**src/rtl/counter_sequencer.sv**
```systemverilog
// Command sequencer for univ_bin_counter: prescaler tick, button edge detection,
// and the run/hold, up/down mode FSM with optional bounce at the count limits.
module counter_sequencer #(
  parameter int unsigned DIV = 67_108_864
) (
  input  logic       clk,
  input  logic       reset,
  input  logic       btn_clr,
  input  logic       btn_load,
  input  logic       btn_pause,
  input  logic       btn_dir,
  input  logic       bounce,
  input  logic       max_tick,
  input  logic       min_tick,
  output logic       syn_clr,
  output logic       load,
  output logic       en,
  output logic       up,
  output logic       tick,
  output logic [1:0] state
);

  localparam int unsigned PW = $clog2(DIV);
  localparam logic [PW-1:0] PreLast = PW'(DIV - 1);
  localparam logic [PW-1:0] PrePen  = PW'(DIV - 2);

  typedef enum logic [1:0] {
    StRunUp  = 2'b00,
    StRunDn  = 2'b01,
    StHoldUp = 2'b10,
    StHoldDn = 2'b11
  } state_e;

  state_e        state_q, state_d;
  logic [PW-1:0] presc_q;
  logic          tick_q;
  logic [3:0]    btn, btn_q, press;
  logic          syn_clr_q, load_q;
  logic          bounce_hit;

  // Prescaler; tick is registered one count early so it coincides with DIV-1.
  always_ff @(posedge clk) begin
    if (reset) begin
      presc_q <= '0;
      tick_q  <= 1'b0;
    end else begin
      presc_q <= (presc_q == PreLast) ? '0 : presc_q + PW'(1);
      tick_q  <= (presc_q == PrePen);
    end
  end

  assign btn   = {btn_dir, btn_pause, btn_load, btn_clr};
  assign press = btn & ~btn_q;

  // btn_q resets high so a button held through reset is not seen as a press.
  always_ff @(posedge clk) begin
    if (reset) begin
      btn_q     <= '1;
      syn_clr_q <= 1'b0;
      load_q    <= 1'b0;
      state_q   <= StRunUp;
    end else begin
      btn_q     <= btn;
      syn_clr_q <= press[0];
      load_q    <= press[1] & ~press[0];
      state_q   <= state_d;
    end
  end

  always_comb begin
    en         = tick_q & ~state_q[1] & ~syn_clr_q & ~load_q;
    up         = ~state_q[0];
    bounce_hit = 1'b0;
    if (bounce && state_q == StRunUp && max_tick) begin
      up         = 1'b0;
      bounce_hit = 1'b1;
    end else if (bounce && state_q == StRunDn && min_tick) begin
      up         = 1'b1;
      bounce_hit = 1'b1;
    end

    state_d = state_q;
    if (en && bounce_hit) begin
      state_d = state_e'(state_q ^ 2'b01);
    end
    // A pause/dir press wins over the bounce turn and applies to the current state.
    if (press[1:0] == 2'b00) begin
      if (press[2]) begin
        state_d = state_e'(state_q ^ 2'b10);
      end else if (press[3]) begin
        state_d = state_e'(state_q ^ 2'b01);
      end
    end
  end

  assign syn_clr = syn_clr_q;
  assign load    = load_q;
  assign tick    = tick_q;
  assign state   = state_q;

endmodule

```
**config.mk**
```make
export PLATFORM = sky130hd
export DESIGN_NAME = counter_sequencer
export DESIGN_NICKNAME = d
export VERILOG_FILES = /design/src/rtl/counter_sequencer.sv
export SDC_FILE = /design/constraint.sdc
export NUM_CORES = 1
export LEC_CHECK = 0
export CAP_MARGIN = 10
export CORE_MARGIN = 2
export CORE_UTILIZATION = 52
export CTS_BUF_LIST = sky130_fd_sc_hd__clkbuf_8
export CTS_CLUSTER_SIZE = 16
export DETAILED_ROUTE_END_ITERATION = 7
export PLACE_DENSITY = 0.77
export RECOVER_POWER = 100
export SKIP_LAST_GASP = 1
export SLEW_MARGIN = 30
export SYNTH_ARGS = -nofsm -noshare
export SYNTH_HDL_FRONTEND = slang
export SYNTH_SLANG_ARGS = --single-unit
```
**constraint.sdc**
```tcl
create_clock -name clk -period 1.85 [get_ports clk]
set_clock_uncertainty 0.1 [all_clocks]
set_input_delay 0.37 -clock clk [delete_from_list [all_inputs] [get_ports clk]]
set_output_delay 0.37 -clock clk [all_outputs]
set_load 0.005 [all_outputs]
```
==> impl_metrics.tcl, run 1 <==
set metrics [dict create \
    hold_path_class "flip-flop to flip-flop" \
    cellPowerDensity_nw_per_um2 666 \
    drc 2 \
    worstSkewPairLatency_ns 0.29 \
    relSlewSlack 0.775 \
    period_share 1.00 \
    violations "design-rule violations, negative setup slack" \
    synth.area.top_cells "dfxtp_1, xnor2_1, nor2_1" \
    ys_seq_elements 35 \
    antenna_cells 0 \
    start_util 0.555 \
    rows 19 \
    setup_viol 1 \
    layout-drive-gt1-share 0.317 \
    vias 1528 \
    clk_pin_slew_worst_paths_ns 0.07 \
    drv_slew 0 \
    cts.htree.levels 2 \
    p_switching_uw 328 \
    cts_hold_buf 0 \
    synth-edff-count 0 \
    async_flop_share 0 \
    grt_pass1_wl_um 6330 \
    start_kind "flip-flop" \
    p_int_mw 1.07 \
    avgRoutedWirePerCell_um 15.4 \
    tightest_slew_ns 0.335 \
    numCtsBuffers 5 \
    arrival_ns 1.98 \
    first_iter_violations 69 \
    status "finished, violations left" \
    place_ws_ns -0.387 \
    path_max_fanout 5 \
    core_area_um2 2810 \
    grt_max_degree 12 \
    antenna_found_initial 0 \
    rsz0062_at_grt "true" \
    cp-end-kind "flip-flop" \
    die_area_um2 3450 \
    min_period_ns 1.85 \
    synthDominantCellAreaShare 0.450 \
    first_pass_iters 6 \
    hold_depth 1 \
    via_per_inst 6.14 \
    synth_nets 184 \
    grt_pass1_vias 1404 \
    portBuffers 15 \
    fmax_mhz 540 \
    hpwl_um 2390 \
    clkPwrFrac 0.380 \
    cts.sinks 35 \
    area_growth_pct 35.3 \
    postPlaceCellArea_um2 1890 \
    reg2reg_slack_ns -0.002 \
    min_to "presc_q[0]" \
    wirelength_um 3850 \
    io_pins 16 \
    swShare 0.234 \
    crit_required_ns 1.98 \
    p_seq_frac 0.556 \
    maxCapViolCount 0 \
    hold_start "presc_q[0]" \
    stdcell_area_um2 2110 \
    dieWidth_um 58.7 \
    regToRegEndpoint "presc_q[23]" \
    final_nets 228 \
    power_mw 1.40 \
    root_buffer "clkbuf_8" \
    setup_slack_ns -0.00248 \
    syn_inst 173 \
    hold_viol 0 \
    synth_area_leader_cell "dfxtp_1" \
    cts.path.max_buffers 2 \
    synth_cell_type_count 34 \
    cts_tree "done" \
    ant_nets 0 \
    leakagePower_nw 0.767 \
    yosysWarnings 0 \
    vdd_drop_max_mv 0.583 \
    synth_flop_cell "dfxtp_1" \
    grt-ovfl-total 0 \
    syn_area_per_cell_um2 9.00 \
    syn_area_um2 1560 \
    gp_congestion 0.830 \
    r2r_start "presc_q[7]" \
    seq_area_frac_synth 0.450 \
    combPwrFrac 0.064 \
    global_route.usage.total 0.246 \
    r2r_cells 4 \
    worstSetupPathType "flip-flop to flip-flop" \
    fin_tns_setup_ns -0.00248 \
    fp.dieH_um 58.7 \
]
## cells in the final DEF (no fill, tap or decap), drive strengths merged, types with 5 or more instances in the layout
cell type,netlist,final
a21oi,14,14
buf,2,26
clkbuf,6,8
clkdlybuf4s50,0,8
dfxtp,35,35
dlygate4sd3,0,5
inv,5,5
nand2,8,8
nand3,9,9
nand4,8,8
nor2,19,19
nor3,5,5
o31ai,8,8
or4,9,11
xnor2,10,10
## timing repair
action	in CTS	in global routing
endpoints found under the setup margin	23	22
pin swaps	3	7
cloned	3	0
gates resized for setup	11	19
setup buffers	1	5
## cells by family (layout without fill, tap and decap cells)
group                    count (synthesis)  after routing  share of synthesized area
adder cells (fa/ha/maj)                  2              2                     0.0161
buffers and inverters                   13             56                     0.0370
AO/OA/AOI/OAI                           27             27                      0.108
multiplexers                             2              2                     0.0145
flip-flops                              35             35                      0.450
XOR/XNOR                                14             14                     0.0788
AND/OR/NAND/NOR                         80             82                      0.296
## per-stage QoR
step	utilization	std cells	hold WS, ns
floorplan	-	173	0.347
global placement	0.674	232	0.359
detailed placement	0.674	232	0.376
CTS	0.727	244	0.386
global route	0.751	249	0.399
finish	0.751	249	0.377
## worst max-delay path, cell delays in order (launching register included)
cell     delay [ns]
dfxtp_2        0.36
nand4_4        0.11
or4_4          0.59
or4_4          0.51
a21oi_2        0.13
## synthesized netlist by cell type (2+ instances only)
master / count
a21oi_1: 14
and4_1: 3
clkbuf_1: 6
dfxtp_1: 35
ha_1: 2
inv_1: 5
mux2_2: 2
nand2_1: 8
nand2b_1: 2
nand3_1: 9
nand4_1: 6
nand4_2: 2
nor2_1: 19
nor2b_1: 2
nor3_1: 5
nor4_1: 3
o21ai_0: 3
o31ai_1: 7
or2_2: 4
or3_1: 3
or4_1: 8
xnor2_1: 10
xor2_1: 4
## sequential cells by signal (all words and copies together), names as in the netlist
| register | cells |
|---|---|
| syn_clr | 1 |
| tick | 1 |
| btn_q | 4 |
| state | 2 |
| load | 1 |
| presc_q | 26 |
## cell type report
class,instances,area (µm²)
clock inverter,3,15.0
fill,209,699
sequential,35,721
tap,31,38.8
multi-input combinational,127,896
clock buffer,5,68.8
inverter,5,18.8
timing repair buffer,43,348
## worst max path at each step
stage	start	to	slack (ns)	cells after the start
floorplan	presc_q[8]	presc_q[25]	-0.08	5
global placement	bounce	up	-0.36	5
detailed placement	bounce	up	-0.39	5
CTS	bounce	up	-0.13	5
global route	presc_q[7]	presc_q[23]	-0.05	4
finish	presc_q[7]	presc_q[23]	-0.002	4
## power groups by stage
stage	sequential, mW	clock, mW	combinational [mW]
3_3_place_gp	0.795	0	0.0833
2_1_floorplan	0.792	0	0.0421
6_report	0.779	0.533	0.0904
5_1_grt	0.781	0.582	0.0989
4_1_cts	0.780	0.539	0.0893
3_5_place_dp	0.796	0	0.0862
## routing by layer
metal / global-route usage / part of all wire / up-vias
met4: 0.101 / 0.019 / 0
met3: 0.0835 / 0.070 / 10
met5: 0 / 0 / -
met2: 0.416 / 0.50 / 60
li1: - / - / 722
met1: 0.286 / 0.42 / 736
(Power assumes the default switching activity.)
==> inputs of run 2 (changes only) <==
--- a/config.mk
+++ b/config.mk
@@ -13,7 +13,6 @@
 export DETAILED_ROUTE_END_ITERATION = 7
 export PLACE_DENSITY = 0.77
 export RECOVER_POWER = 100
-export SKIP_LAST_GASP = 1
 export SLEW_MARGIN = 30
 export SYNTH_ARGS = -nofsm -noshare
 export SYNTH_HDL_FRONTEND = slang
==> impl_metrics.tcl, run 2 (synthesis results as in run 1) <==
set metrics [dict create \
    stdcell_area_um2 2150 \
    largest-register "presc_q" \
    rows 19 \
    layout_common_cells "buf_4, dfxtp_1, nor2_1" \
    maxCapViolCount 0 \
    hold_path_class "flip-flop to flip-flop" \
    grt_pass1_vias 1404 \
    drv_slew 0 \
    first_pass_iters 6 \
    wirelength_um 4040 \
    drc 2 \
    cts.htree.levels 2 \
    hold_slack_ns 0.386 \
    global_route.usage.total 0.246 \
    antenna_cells 0 \
    hpwl_um 2390 \
    ant_nets 0 \
    dieWidth_um 58.7 \
    final_nets 229 \
    portBuffers 15 \
    rsz0062_at_grt "true" \
    hold_viol 0 \
    fmax_mhz 533 \
    core_area_um2 2810 \
    io_pins 16 \
    antenna_found_initial 0 \
    regArea_um2 721 \
    start_util 0.555 \
    hold_start "presc_q[0]" \
    max_stage_delay_ns 0.47 \
    leakagePower_nw 0.778 \
    root_buffer "clkbuf_8" \
    grt_pass1_wl_um 6330 \
    gp_congestion 0.830 \
    fillers 196 \
    fin_util 0.766 \
    min_period_ns 1.87 \
    first_iter_violations 82 \
    worstSetupPathType "flip-flop to flip-flop" \
    cp-end-kind "flip-flop" \
    start_kind "flip-flop" \
    setup.worst_path.start "presc_q[7]" \
    area_growth_pct 38.1 \
    setup_slack_ns -0.0246 \
    power_mw 1.41 \
    postPlaceCellArea_um2 1890 \
    vias 1525 \
    grt_max_degree 12 \
    vdd_drop_max_mv 0.589 \
    violations "design-rule violations, negative setup slack" \
    avgRoutedWirePerCell_um 16.2 \
    cts_hold_buf 0 \
    multi_input_area_um2 922 \
    layout-drive-gt1-share 0.361 \
    cts.path.max_buffers 2 \
    numCtsBuffers 5 \
    cts_tree "done" \
    grt-ovfl-total 0 \
    dp_cells 232 \
    arrival_ns 1.99 \
    final_common_cell "buf_4" \
    r2r_start "presc_q[7]" \
    die_area_um2 3450 \
    cellPowerDensity_nw_per_um2 656 \
    largest_reg_flops 26 \
    crit_required_ns 1.97 \
    worst-path-buf-inv 1 \
    fp.dieH_um 58.7 \
    worstSkewPairLatency_ns 0.29 \
    relSlewSlack 0.781 \
    status "finished, violations left" \
    path_max_fanout 5 \
    setup_viol 2 \
    cts.sinks 35 \
    cp_slowest_cell "or4_4" \
    tightest_slew_ns 0.326 \
    worstPathCellList "nand4_4 > buf_4 > or4_4 > or4_1 > a21oi_1" \
    clk_pin_slew_worst_paths_ns 0.07 \
    path_delay_family "simple AND/OR/NAND/NOR gates" \
    via_per_inst 6.10 \
    period_share 1.01 \
    final_cells 250 \
]
==> run 2: changes by cell type in the layout (fill, tap and decap cells not counted), moves of 2 or more <==
| cell | change |
|---|---|
| or4_1 | -2 |
| buf_4 | +3 |
| a21oi_1 | -3 |
| a21oi_2 | +3 |
| dlygate4sd3_1 | -5 |
| or4_4 | +2 |
| clkdlybuf4s50_1 | +4 |
| clkbuf_1 | -2 |
==> run 2: final timing paths <==
check	to	slack, ns	depth (start not counted)
setup / recovery	presc_q[20]	-0.02	5
setup reg to reg	presc_q[20]	-0.02	5
hold / removal	presc_q[0]	0.39	1
hold reg to reg	presc_q[0]	0.39	1
==> run 2: report_power, final <==
part | switching, mW | internal, mW | total (mW)
Clock | 0.275 | 0.257 | 0.533
Sequential | 0.0158 | 0.765 | 0.781
Combinational | 0.0398 | 0.0567 | 0.0965
Total | 0.331 | 1.08 | 1.41
==> run 2: per-layer routing <==
metal  vias to the layer above  share of wire  track usage
li1                        720              -            -
met1                       734           0.41        0.286
met2                        61           0.51        0.416
met3                        10          0.066       0.0835
met4                         0          0.023        0.101
met5                         -              0            0
==> run 2: worst register-to-register path, cell delays in order, from the launching register on <==
cell     delay (ns)
dfxtp_2        0.36
nand4_4        0.11
buf_4          0.16
or4_4          0.47
or4_1          0.44
a21oi_1        0.17
==> run 2: layout make-up <==
cell class	count	area share
inverter	5	0.00873
clock buffer	5	0.0320
sequential	35	0.335
timing repair buffer	44	0.170
tap	31	0.0180
clock inverter	3	0.00698
multi-input combinational	127	0.429
==> run 2: timing repair <==
item | 4_1_cts | 5_1_grt
setup buffers | 1 | 6
setup endpoints to repair | 23 | 22
gates resized for setup | 12 | 26
pin swaps | 3 | 7
gates cloned | 3 | 0
==> run 2: stage by stage <==
stage	TNS, ns	setup WS, ns
floorplan	-0.985	-0.0844
global placement	-0.758	-0.358
detailed placement	-1.24	-0.387
CTS	-0.196	-0.0680
global route	-0.293	-0.0733
finish	-0.0256	-0.0246
